==> config.mk <==
export PLATFORM = sky130hd
export DESIGN_NAME = riscv_mem_loader_flat
export DESIGN_NICKNAME = d
export VERILOG_FILES = /design/src/rtl/riscv_loader_pkg.sv /design/src/rtl/riscv_mem_loader_if.sv /design/src/rtl/riscv_loader_hold_cnt.sv /design/src/rtl/riscv_mem_loader.sv /design/src/flat_wrapper.sv
export SDC_FILE = /design/constraint.sdc
export NUM_CORES = 1
export LEC_CHECK = 0
export ABC_AREA = 1
export BUFFER_PORTS_ARGS = -buffer_cell sky130_fd_sc_hd__buf_2
export CORE_MARGIN = 1
export CORE_UTILIZATION = 45
export DETAILED_ROUTE_END_ITERATION = 12
export PLACE_DENSITY_LB_ADDON = 0.05
export SLEW_MARGIN = 20
export SYNTH_ARGS = -nofsm -noshare
export SYNTH_HDL_FRONTEND = slang
export SYNTH_SLANG_ARGS = --single-unit
==> constraint.sdc <==
create_clock -name clk -period 2.87 [get_ports clk]
set_input_delay 0.574 -clock clk [delete_from_list [all_inputs] [get_ports clk]]
set_output_delay 0.574 -clock clk [all_outputs]
set_load 0.02 [all_outputs]
==> src/rtl/riscv_loader_pkg.sv <==
// rtl/riscv_loader_pkg.sv - shared FSM state type and word-size constant for the memory loader
package riscv_loader_pkg;

  typedef enum logic [1:0] {
    IDLE = 2'd0,
    LOAD = 2'd1,
    HOLD = 2'd2,
    RUN  = 2'd3
  } state_t;

  localparam int WORD_BYTES = 4;

endpackage

==> src/rtl/riscv_mem_loader_if.sv <==
// rtl/riscv_mem_loader_if.sv - valid/ready word stream feeding the memory loader
interface riscv_mem_loader_if #(
  parameter int DATA_W = 32
) ();

  logic              valid;
  logic              ready;
  logic [DATA_W-1:0] data;

  modport master (output valid, output data, input ready);
  modport slave  (input valid, input data, output ready);

endinterface

==> src/rtl/riscv_loader_hold_cnt.sv <==
// rtl/riscv_loader_hold_cnt.sv - loadable down-counter timing the CPU reset hold window
module riscv_loader_hold_cnt #(
  parameter int HOLD_CYCLES = 4
) (
  input  logic clk,
  input  logic reset,
  input  logic load,
  input  logic en,
  output logic tc
);

  localparam int CW = $clog2(HOLD_CYCLES + 1);

  logic [CW-1:0] count;

  // load on HOLD entry so the terminal count lands on the last HOLD cycle
  always_ff @(posedge clk) begin
    if (!reset) begin
      count <= '0;
    end else if (load) begin
      count <= CW'(HOLD_CYCLES - 1);
    end else if (en && (count != '0)) begin
      count <= count - CW'(1);
    end
  end

  assign tc = (count == '0);

endmodule

==> src/rtl/riscv_mem_loader.sv <==
// rtl/riscv_mem_loader.sv - stream-to-memory preload controller holding the CPU in reset; optional RISCV_LOADER_CHECKSUM_EN
module riscv_mem_loader
  import riscv_loader_pkg::*;
#(
  parameter int DATA_W      = 32,
  parameter int ADDR_W      = 32,
  parameter int NUM_CH      = 2,
  parameter int LEN_W       = 16,
  parameter int HOLD_CYCLES = 4,
  parameter int CH_W        = (NUM_CH > 1) ? $clog2(NUM_CH) : 1
) (
  input  logic                 clk,
  input  logic                 reset,
  input  logic                 ld_start,
  input  logic [CH_W-1:0]      ld_ch,
  input  logic [ADDR_W-1:0]    ld_base,
  input  logic [LEN_W-1:0]     ld_len,
  riscv_mem_loader_if.slave    s,
  output logic [NUM_CH-1:0]    mem_we,
  output logic [ADDR_W-1:0]    mem_addr,
  output logic [DATA_W-1:0]    mem_wdata,
  output logic                 cpu_rst,
  output logic                 busy,
  output logic                 done,
  output logic                 err,
  output logic [DATA_W-1:0]    checksum
);

  state_t            state;
  logic              s_ready_q;
  logic [CH_W-1:0]   ch_q;
  logic [ADDR_W-1:0] addr_q;
  logic [LEN_W-1:0]  len_q;
  logic [LEN_W-1:0]  cnt_q;
  logic              accept;
  logic              last_word;
  logic              cmd_go;
  logic              cmd_legal;
  logic              hold_load;
  logic              hold_tc;

  assign s.ready   = s_ready_q;
  assign accept    = s.valid && s_ready_q;
  assign last_word = accept && (cnt_q == len_q - LEN_W'(1));
  assign cmd_go    = ld_start && ((state == IDLE) || (state == RUN));
  assign cmd_legal = (int'(ld_ch) < NUM_CH) && (ld_base[1:0] == 2'b00);
  assign hold_load = (cmd_go && cmd_legal && (ld_len == '0)) || last_word;

  riscv_loader_hold_cnt #(.HOLD_CYCLES(HOLD_CYCLES)) u_hold_cnt (
    .clk   (clk),
    .reset (reset),
    .load  (hold_load),
    .en    (state == HOLD),
    .tc    (hold_tc)
  );

  // command decode, word write-out one cycle after accept, and IDLE/LOAD/HOLD/RUN sequencing
  always_ff @(posedge clk) begin
    if (!reset) begin
      state     <= IDLE;
      s_ready_q <= 1'b0;
      ch_q      <= '0;
      addr_q    <= '0;
      len_q     <= '0;
      cnt_q     <= '0;
      mem_we    <= '0;
      mem_addr  <= '0;
      mem_wdata <= '0;
      cpu_rst   <= 1'b1;
      busy      <= 1'b0;
      done      <= 1'b0;
      err       <= 1'b0;
    end else begin
      mem_we <= '0;
      done   <= 1'b0;
      if (accept) begin
        mem_we    <= NUM_CH'(1) << ch_q;
        mem_addr  <= addr_q;
        mem_wdata <= s.data;
        addr_q    <= addr_q + ADDR_W'(WORD_BYTES);
        cnt_q     <= cnt_q + LEN_W'(1);
      end
      case (state)
        IDLE, RUN: begin
          if (ld_start) begin
            if (cmd_legal) begin
              err     <= 1'b0;
              ch_q    <= ld_ch;
              addr_q  <= ld_base;
              len_q   <= ld_len;
              cnt_q   <= '0;
              cpu_rst <= 1'b1;
              busy    <= 1'b1;
              if (ld_len != '0) begin
                state     <= LOAD;
                s_ready_q <= 1'b1;
              end else begin
                state <= HOLD;
              end
            end else begin
              err <= 1'b1;
            end
          end
        end
        LOAD: begin
          if (last_word) begin
            state     <= HOLD;
            s_ready_q <= 1'b0;
          end
        end
        HOLD: begin
          if (hold_tc) begin
            state   <= RUN;
            cpu_rst <= 1'b0;
            busy    <= 1'b0;
            done    <= 1'b1;
          end
        end
        default: state <= IDLE;
      endcase
    end
  end

`ifdef RISCV_LOADER_CHECKSUM_EN
  // running modular sum of written words, restarted by each accepted command
  always_ff @(posedge clk) begin
    if (!reset) begin
      checksum <= '0;
    end else if (cmd_go && cmd_legal) begin
      checksum <= '0;
    end else if (|mem_we) begin
      checksum <= checksum + mem_wdata;
    end
  end
`else
  assign checksum = '0;
`endif

endmodule

==> src/flat_wrapper.sv <==
// flat-port wrapper written by rule: the top's interface ports become plain ports
module riscv_mem_loader_flat import riscv_loader_pkg::*;
#(
  parameter int DATA_W      = 32,
  parameter int ADDR_W      = 32,
  parameter int NUM_CH      = 2,
  parameter int LEN_W       = 16,
  parameter int HOLD_CYCLES = 4,
  parameter int CH_W        = (NUM_CH > 1) ? $clog2(NUM_CH) : 1
)
  (clk, reset, ld_start, ld_ch, ld_base, ld_len, mem_we, mem_addr, mem_wdata, cpu_rst, busy, done, err, checksum, s_valid, s_data, s_ready);
  riscv_mem_loader_if #(.DATA_W(DATA_W)) s_i ();
  input  logic clk;
  input  logic reset;
  input  logic ld_start;
  input  logic [CH_W-1:0] ld_ch;
  input  logic [ADDR_W-1:0] ld_base;
  input  logic [LEN_W-1:0] ld_len;
  output logic [NUM_CH-1:0] mem_we;
  output logic [ADDR_W-1:0] mem_addr;
  output logic [DATA_W-1:0] mem_wdata;
  output logic cpu_rst;
  output logic busy;
  output logic done;
  output logic err;
  output logic [DATA_W-1:0] checksum;
  input wire logic [$bits(s_i.valid)-1:0] s_valid;
  input wire logic [$bits(s_i.data)-1:0] s_data;
  output wire logic [$bits(s_i.ready)-1:0] s_ready;
  assign s_i.valid = s_valid;
  assign s_i.data = s_data;
  assign s_ready = s_i.ready;
  riscv_mem_loader #(.DATA_W(DATA_W), .ADDR_W(ADDR_W), .NUM_CH(NUM_CH), .LEN_W(LEN_W), .HOLD_CYCLES(HOLD_CYCLES), .CH_W(CH_W)) u_core (.clk(clk), .reset(reset), .ld_start(ld_start), .ld_ch(ld_ch), .ld_base(ld_base), .ld_len(ld_len), .s(s_i), .mem_we(mem_we), .mem_addr(mem_addr), .mem_wdata(mem_wdata), .cpu_rst(cpu_rst), .busy(busy), .done(done), .err(err), .checksum(checksum));
endmodule
Word level (Yosys, flattened, before mapping)
Index checks and enable logic that the tools add are counted.
{"block": "word_totals", "ff_bits": 141, "in_bits": 85, "out_inout_bits": 103, "word_cells": 83}
{"block": "classes", "n_addsub": 4, "eq_ne": 9, "shift": 1, "n_mux": 27, "n_bitwise": 1, "n_reduce_logical": 26}
{"operator": "32-bit 2-to-1 mux", "count": 4}
{"operator": "16-bit 2-to-1 mux", "count": 4}
{"operator": "32-bit by 3-bit adder with 32-bit output, second input constant", "count": 1}
{"operator": "16-bit by 1-bit adder with 16-bit output, second input constant", "count": 1}
{"operator": "16-bit equality test", "count": 1}
{"operator": "16-bit logical NOT", "count": 1}
{"operator": "16-bit nonzero test", "count": 1}
{"operator": "16-bit by 1-bit subtractor with 16-bit output, second input constant", "count": 1}
{"operator": "2-bit 2-to-1 mux", "count": 7}
{"operator": "1-bit 2-to-1 mux", "count": 9}
{"operator": "2-bit by 1-bit inequality test with 1-bit output, second input constant", "count": 4}
{"operator": "4-bit AND reduction", "count": 2}
{"operator": "1-bit logical AND", "count": 6}
{"operator": "2-bit case mux with 3 select lines", "count": 1}
{"operator": "2-bit AND reduction", "count": 3}
{"operator": "2-bit nonzero test", "count": 3}
{"operator": "5-bit AND reduction", "count": 1}
{"operator": "2-bit equality test, second input constant", "count": 2}
{"operator": "2-bit logical NOT", "count": 2}
{"operator": "1-bit case mux with 2 select lines", "count": 2}
{"operator": "2-bit OR reduction", "count": 2}
{"operator": "3-bit logical NOT", "count": 1}
{"operator": "3-bit AND reduction", "count": 1}
{"operator": "3-bit nonzero test", "count": 1}
{"operator": "other kinds (6)", "count": 7}

Longest topological paths before layout
Gate-level depths: netlist of the first run.
{"block": "depth", "word_depth": 7, "depth_mapped": 16, "mapped_depth_nobuf": 16}

By module
From an unflattened synthesis of the first run, not the netlist that was laid out.
{"block": "unflattened", "hier_cells": 948, "hier_area_um2": 6741.5}
{"module": "riscv_mem_loader", "instances": 1, "cells_each": 923, "area_per_inst_um2": 6571.3, "seq_area_each_um2": 2762.6}
{"module": "riscv_loader_hold_cnt", "instances": 1, "cells_each": 25, "area_per_inst_um2": 170.2, "seq_area_each_um2": 60.1}

Worst setup path before layout of the first run
No wires, ideal clock.
{"block": "synth_timing", "path_kind": "input -> register", "from": "in s_valid", "to": "reg u_core.addr_q[27]", "setup_ps": 113, "arrival_ps": 1770, "required_time_ps": 2757, "slack_ps": 987, "cell_stages": 12, "n_path_buf": 0, "cell_sequence": "nand2_4 inv_6 nand2_2 nor2_4 nand4_1 nor2_2 nand2_1 nor2_2 nand2_1 xor2_1 o21ai_1 inv_1"}
{"block": "synth_between", "elab_chain_len": 5}
{"element": "start: declaration", "line_no": "flat_wrapper.sv:27", "rtl": "input wire logic [$bits(s_i.valid)-1:0] s_valid;"}
{"element": "1-bit logical AND (*)", "line_no": "riscv_mem_loader.sv:43", "rtl": "assign accept = s.valid && s_ready_q;"}
{"element": "32-bit 2-to-1 mux (*)", "line_no": "riscv_mem_loader.sv:76", "rtl": "if (accept) begin"}
{"element": "32-bit 2-to-1 mux", "line_no": "riscv_mem_loader.sv:86", "rtl": "if (cmd_legal) begin"}
{"element": "32-bit 2-to-1 mux", "line_no": "riscv_mem_loader.sv:85", "rtl": "if (ld_start) begin"}
{"element": "32-bit 2-to-1 mux (*)", "line_no": "riscv_mem_loader.sv:83", "rtl": "case (state)"}
{"element": "end signal: assignment", "line_no": "riscv_mem_loader.sv:80", "rtl": "addr_q <= addr_q + ADDR_W'(WORD_BYTES);"}
{"element": "end signal: assignment", "line_no": "riscv_mem_loader.sv:89", "rtl": "addr_q <= ld_base;"}
{"element": "end: declaration", "line_no": "riscv_mem_loader.sv:32", "rtl": "logic [ADDR_W-1:0] addr_q;"}
Every way passes the cells marked *; elsewhere a longest branch is shown, timed or not.
A chain may end at the register's enable or synchronous reset.

Final worst setup path of the first run
{"block": "layout_timing", "from": "reg u_core.s_ready_q (netlist: u_core.s.ready)", "to": "reg u_core.addr_q[30]"}
{"block": "layout_between", "elab_chain_len": 5}
{"element": "start: declaration", "line_no": "riscv_mem_loader.sv:30", "rtl": "logic s_ready_q;"}
{"element": "start signal: assignment", "line_no": "riscv_mem_loader.sv:61", "rtl": "s_ready_q <= 1'b0;"}
{"element": "start signal: assignment", "line_no": "riscv_mem_loader.sv:96", "rtl": "s_ready_q <= 1'b1;"}
{"element": "start signal: assignment", "line_no": "riscv_mem_loader.sv:108", "rtl": "s_ready_q <= 1'b0;"}
{"element": "1-bit logical AND (*)", "line_no": "riscv_mem_loader.sv:43"}
{"element": "32-bit 2-to-1 mux (*)", "line_no": "riscv_mem_loader.sv:76"}
{"element": "32-bit 2-to-1 mux", "line_no": "riscv_mem_loader.sv:86"}
{"element": "32-bit 2-to-1 mux", "line_no": "riscv_mem_loader.sv:85"}
{"element": "32-bit 2-to-1 mux (*)", "line_no": "riscv_mem_loader.sv:83"}
Marked as above.

==> results.sh, run 1 <==
export IMPL_post_dp_hpwl_um=12600
export IMPL_cts_repair_resized=0
export IMPL_post_synth_instance_area_um2=6770
export IMPL_dominantRegCellSynth="dfxtp_1"
export IMPL_clk_pin_slew_ns=0.06
export IMPL_cts_htree_levels=4
export IMPL_cpPeakStageDelay_ns=0.41
export IMPL_synth_warnings=0
export IMPL_p_seq_share_pct=37.1
export IMPL_syn_inst=952
export IMPL_drt_iter0_drc=314
export IMPL_residual_drc_count=0
export IMPL_timing_final_crit_period_ns=2.18
export IMPL_swShare_pct=34.1
export IMPL_post_route_util_pct=56.4
export IMPL_cts_tree="done"
export IMPL_p_int_mw=4.44
export IMPL_cts_root_buffer_cell="clkbuf_16"
export IMPL_timing_fmax_mhz=459
export IMPL_dpl_instance_area_um2=7590
export IMPL_drt_first_pass_iters=5
export IMPL_power_density_cell_area_nw_per_um2=820
export IMPL_avgRoutedWirePerCell_um=13.1
export IMPL_gp_routability_congestion=0.853
export IMPL_slew_limit_headroom_pct=53.5
export IMPL_hold_path_class="in2reg"
export IMPL_synth_seq_cells=141
export IMPL_synthDominantCellAreaShare_pct=41.7
export IMPL_vias=6228
export IMPL_synth_avg_cell_area_um2=7.11
export IMPL_cts_hold_buffers_added=0
export IMPL_seq_area_frac_synth_pct=41.7
export IMPL_critPathLaunchType="flop"
export IMPL_total_power_mw=6.75
export IMPL_worst_setup_path_type="reg2reg"
export IMPL_run_status="complete, no violations"
export IMPL_crit_fanout=14
export IMPL_detail_route_wirelength_um=17000
export IMPL_peak_ir_drop_on_the_vdd_network_mv=0.435
export IMPL_floorplan_core_area_um2=14600
export IMPL_initial_core_utilization_pct=46.4
export IMPL_overall_die_height_um=125
export IMPL_detail_route_antenna_nets=0
export IMPL_cp_slowest_cell="dfxtp_1"
export IMPL_timing_critical_path_cells="nand2_4 -> buf_4 -> nor2_2 -> nand3_2 -> nor2_2 -> nand2_1 -> nor3_4 -> nand2_2 -> nor2_1 -> xor2_1 -> o21ai_1 -> inv_1"
export IMPL_fin_crit_share_pct=76.0
export IMPL_critPathTopFamily="simple AND/OR/NAND/NOR gates"
export IMPL_filler_cell_count=1467
export IMPL_final_max_slew_violation_count=0
export IMPL_critical_path_top_cell_by_count="nor2_2"
export IMPL_post_route_cells_drive_above_1_share_pct=20.6
export IMPL_static_leakage_power_nw=3.91
export IMPL_worst_path_buf_inv=2
export IMPL_largest_net_degree_at_the_start_of_global_routing=66
export IMPL_drv_cap=0
export IMPL_finClkSkew_ns=0.00845
export IMPL_tightestPinTransition_ns=0.697
export IMPL_area_growth_pct=21.6
export IMPL_comb_power_share_pct=28.0
export IMPL_share_clk_of_total_power_pct=34.9
export IMPL_unrepaired_setup_endpoints_after_global_routing="no"
export IMPL_finish_net_count=1190
export IMPL_first_global_vias=5784
export IMPL_detail_route_vias_per_cell=4.81
export IMPL_cts_buffers=17
export IMPL_power_net_switching_mw=2.30
export IMPL_synth_enable_flop_cells=0
export IMPL_hold_violations=0
export IMPL_clk_insertion_delay_late_ns=0.42
export IMPL_cp_data_arrival_time_ns=2.55
export IMPL_finalInstanceArea_um2=8230
export IMPL_placement_rows=44
export IMPL_area_contributors_post_synth="dfxtp_1 42%, nand2_1 9.0%, nor2_1 8.7%, o21ai_0 8.1%, inv_1 5.5%"
export IMPL_synth_async_sr_flop_share_pct=0
export IMPL_chipWidth_um=125
export IMPL_yosys_cell_types_count=41
export IMPL_grt_usage_pct=22.6
export IMPL_global_route_wire_length_before_repair_um=28100
export IMPL_cts_path_max_buffers=2
export IMPL_grt_antenna_before_repair=1
export IMPL_die_area_um2=15500
export IMPL_critical_path_endpoint_type="flop"
export IMPL_global_route_overflow_total=0
export IMPL_number_of_top_level_pins=188
export IMPL_place_port_buffers=155
export IMPL_setup_violations=0
export IMPL_numClockSinks=141
export IMPL_cts_repair_timing_setup_buffer_count=0
export IMPL_critPathRequiredTime_ns=3.24
export IMPL_setup_total_negative_slack_ns=0
export IMPL_netlist_top_cell_by_area="dfxtp_1"
## stage by stage
step                hold slack (ns)  setup WS [ns]  instances
finish                        0.397          0.690       1295
floorplan                     0.401          0.987        983
CTS                           0.383          0.678       1294
global route                  0.399          0.301       1295
global placement              0.415          0.527       1263
detailed placement            0.420          0.475       1263
## cell families (layout without fill, tap and decap cells)
kind of cell | after synthesis | in the layout | share of synthesized area (%)
AOI/OAI and AO/OA | 180 | 180 | 13.9
xor gates and xnor gates | 38 | 38 | 4.92
adders and majority gates | 7 | 7 | 1.29
buffers and inverters | 173 | 300 | 11.4
DFF | 141 | 141 | 41.7
other | 1 | 33 | 0.0554
and+or+nand+nor | 412 | 412 | 26.7
## metal layers
layer	share of wire (%)	global-route usage, %
met5	0	0
met4	1.5	7.58
met3	5.1	5.20
met2	48	37.6
met1	45	28.7
## cells in the mapped netlist, types with 3 or more instances
master and instances:
a211oi_1 3, a21oi_1 50, buf_4 32, clkbuf_1 36, dfxtp_1 141, ha_1 7
inv_1 100, nand2_1 162, nand2_2 3, nand3_1 32, nand3_2 3, nand4_1 9
nor2_1 156, nor2_2 10, nor2_4 5, nor3_1 12, nor3b_1 5, nor4_1 5
o211ai_1 4, o21ai_0 110, o21ai_1 5, xnor2_1 9, xor2_1 29
## final cells by class
class                      instances  area (um2)  share of cell area, %
tap                              184         230                   2.80
timing repair buffer             166         858                   10.4
inverter                         103         392                   4.76
clock inverter                    10         163                   1.98
multi-input combinational        669        3290                   40.0
clock buffer                      21         470                   5.72
sequential                       141        2820                   34.3
antenna                            1        2.50                 0.0304
## registers in the layout, summed over array words and instances (netlist names)
signal and cells:
u_core.mem_addr 32, u_core.len_q 16, u_core.err 1, u_core.state 2
u_core.addr_q 32, u_core.done 1, u_core.busy 1, u_core.cnt_q 16
u_core.u_hold_cnt.count 3, u_core.mem_we 2, u_core.cpu_rst 1, u_core.mem_wdata 32
u_core.s.ready 1, u_core.ch_q 1
## worst register-to-register path, cell delays in order (launching register included)
cell	delay, ns
dfxtp_1	0.41
nand2_4	0.15
buf_4	0.22
nor2_2	0.17
nand3_2	0.13
nor2_2	0.15
nand2_1	0.12
nor3_4	0.23
nand2_2	0.09
nor2_1	0.13
xor2_1	0.17
o21ai_1	0.08
inv_1	0.07
## power by group through the flow
stage	combinational [mW]	sequential, mW	clock (mW)
CTS	1.91	2.50	2.39
global route	2.14	2.54	2.50
floorplan	1.15	2.75	0
detailed placement	1.90	2.54	0
finish	1.89	2.50	2.35
global placement	1.89	2.54	0
## cell usage in the layout (no fill, tap or decap), types with 3 or more instances in the layout
cell type / count
nand2_1: 161
nor2_1: 156
buf_2: 155
dfxtp_1: 141
o21ai_0: 110
inv_1: 100
a21oi_1: 50
nand3_1: 32
conb_1: 32
xor2_1: 29
clkbuf_16: 17
nor3_1: 12
buf_4: 11
nor2_2: 10
nand4_1: 9
xnor2_1: 9
ha_1: 7
o21ai_1: 5
nor2_4: 5
nor4_1: 5
nor3b_1: 5
nand2_2: 4
o211ai_1: 4
bufinv_16: 4
nand3_2: 3
a211oi_1: 3
clkbuf_8: 3
## worst paths after layout
kind | start | endpoint | slack (ns) | depth (start not counted)
hold reg to reg | u_core.ch_q | u_core.mem_we[0] | 0.42 | 1
setup reg to reg | u_core.s.ready | u_core.addr_q[30] | 0.69 | 12
hold / removal | ld_base[28] | u_core.addr_q[28] | 0.40 | 3
setup / recovery | u_core.s.ready | u_core.addr_q[30] | 0.69 | 12
No activity file was read; power rests on OpenSTA's default activity.
==> inputs of run 2 (changes only) <==
--- a/config.mk
+++ b/config.mk
@@ -5,7 +5,7 @@
 export SDC_FILE = /design/constraint.sdc
 export NUM_CORES = 1
 export LEC_CHECK = 0
-export ABC_AREA = 1
+export ABC_AREA = 0
 export BUFFER_PORTS_ARGS = -buffer_cell sky130_fd_sc_hd__buf_2
 export CORE_MARGIN = 1
 export CORE_UTILIZATION = 45
==> constraint.sdc (replaced) <==
create_clock -name clk -period 2.2 [get_ports clk]
set_input_delay 0.44 -clock clk [delete_from_list [all_inputs] [get_ports clk]]
set_output_delay 0.44 -clock clk [all_outputs]
set_load 0.02 [all_outputs]
==> results.sh, run 2 <==
export IMPL_post_dp_hpwl_um=12100
export IMPL_syn_inst=802
export IMPL_swShare_pct=30.2
export IMPL_post_synth_instance_area_um2=6370
export IMPL_number_of_cells_on_the_worst_hold_path=3
export IMPL_drv_cap=0
export IMPL_hold_violations=0
export IMPL_setup_total_negative_slack_ns=-0.305
export IMPL_chipWidth_um=121
export IMPL_place_inst=1147
export IMPL_run_status="complete, but fails checks"
export IMPL_tightestPinTransition_ns=0.702
export IMPL_clk_pin_slew_ns=0.06
export IMPL_area_contributors_post_synth="dfxtp_1 44%, nand2_1 12%, a21oi_1 7.1%, xor2_1 4.5%, buf_4 3.9%"
export IMPL_largest_net_degree_at_the_start_of_global_routing=68
export IMPL_timing_reg2reg_worst_path_depth=8
export IMPL_area_growth_pct=29.9
export IMPL_numClockSinks=141
export IMPL_critical_path_endpoint_type="flop"
export IMPL_hold_path_class="in2reg"
export IMPL_cpPeakStageDelay_ns=0.43
export IMPL_synth_seq_cells=141
export IMPL_number_of_non_filler_instances_in_the_completed_layout=1183
export IMPL_final_cell_mix="195 x nand2_1, 155 x buf_2, 138 x dfxtp_1"
export IMPL_worst_r2r_startpoint="u_core.len_q[3]"
export IMPL_power_density_cell_area_nw_per_um2=905
export IMPL_timing_critical_path_cells="nor4_4 -> buf_6 -> nand4_1 -> or4_1 -> a22oi_2 -> nand4_4 -> a211o_1 -> a32o_2"
export IMPL_drt_iter0_drc=283
export IMPL_worst_setup_path_type="reg2reg"
export IMPL_vias=5976
export IMPL_crit_fanout=6
export IMPL_synthDominantCellAreaShare_pct=44.3
export IMPL_timing_final_crit_period_ns=2.36
export IMPL_dominantRegCellSynth="dfxtp_1"
export IMPL_number_of_top_level_pins=188
export IMPL_cts_path_max_buffers=2
export IMPL_detail_route_vias_per_cell=5.05
export IMPL_synth_most_common_cell="nand2_1"
export IMPL_initial_core_utilization_pct=46.1
export IMPL_worst_path_buf_inv=1
export IMPL_seq_area_frac_synth_pct=44.3
export IMPL_critPathLaunchType="flop"
export IMPL_global_route_overflow_total=0
export IMPL_detail_route_wirelength_um=16800
export IMPL_unrepaired_setup_endpoints_after_global_routing="yes"
export IMPL_avgRoutedWirePerCell_um=14.2
export IMPL_first_global_vias=5628
export IMPL_p_int_mw=5.23
export IMPL_yosys_cell_types_count=50
export IMPL_violations="negative setup slack"
export IMPL_share_clk_of_total_power_pct=38.6
export IMPL_placement_rows=43
export IMPL_cts_buffers=17
export IMPL_global_route_wire_length_before_repair_um=27000
export IMPL_finish_net_count=1082
export IMPL_post_route_cells_drive_above_1_share_pct=27.9
export IMPL_residual_drc_count=0
export IMPL_drt_first_pass_iters=5
export IMPL_clk_insertion_delay_late_ns=0.42
export IMPL_grt_antenna_before_repair=0
export IMPL_die_area_um2=14600
export IMPL_gp_routability_congestion=0.840
export IMPL_cts_tree="done"
export IMPL_commonest_non_fill_non_tap_cell_in_the_layout="nand2_1"
export IMPL_finalHoldWorstSlack_ns=0.251
export IMPL_cp_slowest_cell="or4_1"
export IMPL_overall_die_height_um=121
export IMPL_place_port_buffers=155
export IMPL_finClkSkew_ns=0.00770
export IMPL_setup_violations=5
export IMPL_netlist_top_cell_by_area="dfxtp_1"
export IMPL_comb_power_share_pct=22.0
export IMPL_p_seq_share_pct=39.4
export IMPL_reg_largest_list="u_core.addr_q (32), u_core.mem_addr (32), u_core.mem_wdata (32)"
export IMPL_worst_hold_startpoint="s_data[31]"
export IMPL_cp_data_arrival_time_ns=2.67
export IMPL_floorplan_core_area_um2=13800
export IMPL_power_net_switching_mw=2.26
export IMPL_synth_async_sr_flop_share_pct=0
export IMPL_most_common_library_cells_after_synthesis="197 x nand2_1, 141 x dfxtp_1, 91 x a21oi_1"
export IMPL_cts_root_buffer_cell="clkbuf_16"
export IMPL_synth_warnings=0
export IMPL_critPathTopFamily="simple AND/OR/NAND/NOR gates"
export IMPL_timing_fmax_mhz=423
export IMPL_final_max_slew_violation_count=0
export IMPL_synth_avg_cell_area_um2=7.95
export IMPL_insertedDiodeCount=0
export IMPL_static_leakage_power_nw=3.50
export IMPL_worst_r2r_endpoint="u_core.state[0]"
export IMPL_grt_usage_pct=23.4
export IMPL_detail_route_antenna_nets=0
export IMPL_whs_endpoint="u_core.mem_wdata[31]"
export IMPL_regToRegSetupSlack_ns=-0.16
export IMPL_critPathRequiredTime_ns=2.51
export IMPL_cts_htree_levels=4
export IMPL_peak_ir_drop_on_the_vdd_network_mv=0.611
export IMPL_setup_ws_ns=-0.162
export IMPL_slew_limit_headroom_pct=53.2
export IMPL_fin_crit_share_pct=107
export IMPL_synth_enable_flop_cells=0
==> run 2: cell count changes in the layout (fill, tap and decap cells not counted), sizes merged, moves of 15 or more <==
cell	change
a211oi	+15
a21oi	+41
buf	+50
inv	-88
nand2	+30
nand3	-18
nor2	-115
o21ai	-91
xnor2	+17
==> run 2: power by group through the flow <==
stage / Combinational (mW) / Clock (mW) / Sequential, mW
4_1_cts: 1.57 / 2.95 / 2.95
6_report: 1.65 / 2.90 / 2.95
3_3_place_gp: 1.52 / 0 / 2.99
3_5_place_dp: 1.54 / 0 / 3.00
5_1_grt: 1.82 / 3.07 / 2.98
2_1_floorplan: 0.960 / 0 / 3.09
==> run 2: kinds of logic (layout without fill, tap and decap cells) <==
logic type,after synthesis,in the layout,synth area share [%]
adders and majority gates,7,7,1.37
AOI/OAI and AO/OA,162,162,14.9
other,1,32,0.0588
and+or+nand+nor,342,342,23.9
buffers and inverters,90,260,7.40
DFF,141,141,44.3
xor gates and xnor gates,59,59,8.11
==> run 2: worst min-delay path, cell delays in order <==
cell	delay, ns
buf_2	0.09
nand2_1	0.04
a21oi_1	0.05
==> run 2: how the worst max path moves through the flow <==
stage / startpoint / end / depth (start not counted)
detailed placement: u_core.len_q[0] / u_core.state[0] / 11
finish: u_core.len_q[3] / u_core.state[0] / 8
global route: u_core.len_q[3] / u_core.state[0] / 8
global placement: u_core.len_q[0] / u_core.state[0] / 11
CTS: u_core.len_q[3] / u_core.state[0] / 8
floorplan: u_core.len_q[3] / u_core.state[0] / 8
==> run 2: metal layers <==
| layer | wire [um] | vias up | GRT usage (%) | share of wire (%) |
|---|---|---|---|---|
| met1 | 7430 | 2801 | 28.1 | 44 |
| met4 | 214 | 0 | 7.18 | 1.3 |
| li1 | - | 3015 | - | - |
| met3 | 775 | 18 | 5.40 | 4.6 |
| met2 | 8410 | 142 | 41.4 | 50 |
| met5 | 0 | - | 0 | 0 |
==> run 2: layout make-up <==
class | count | area, um2
Clock buffer | 20 | 467
Clock inverter | 12 | 135
Fill cell | 1262 | 5550
Inverter | 12 | 45.0
Multi-Input combinational cell | 602 | 3310
Sequential cell | 141 | 2830
Tap cell | 180 | 225
Timing Repair Buffer | 216 | 1270
==> run 2: stage by stage <==
stage / cell area, um2 / worst slack [ns] / total power, mW / utilization (%)
floorplan: 6490 / -0.188 / 4.05 / -
global placement: 7520 / -0.260 / 4.51 / 54.4
detailed placement: 7520 / -0.276 / 4.54 / 54.4
CTS: 8160 / -0.173 / 7.47 / 59.0
global route: 8280 / -0.274 / 7.87 / 59.9
finish: 8280 / -0.162 / 7.49 / 59.9
==> run 2: what timing repair did <==
| action | in CTS | in global routing |
|---|---|---|
| hold buffers | 0 | 0 |
| setup endpoints to repair | 6 | 20 |
| pin swaps | 0 | 12 |
| resized for setup | 7 | 24 |
| setup buffers | 1 | 3 |
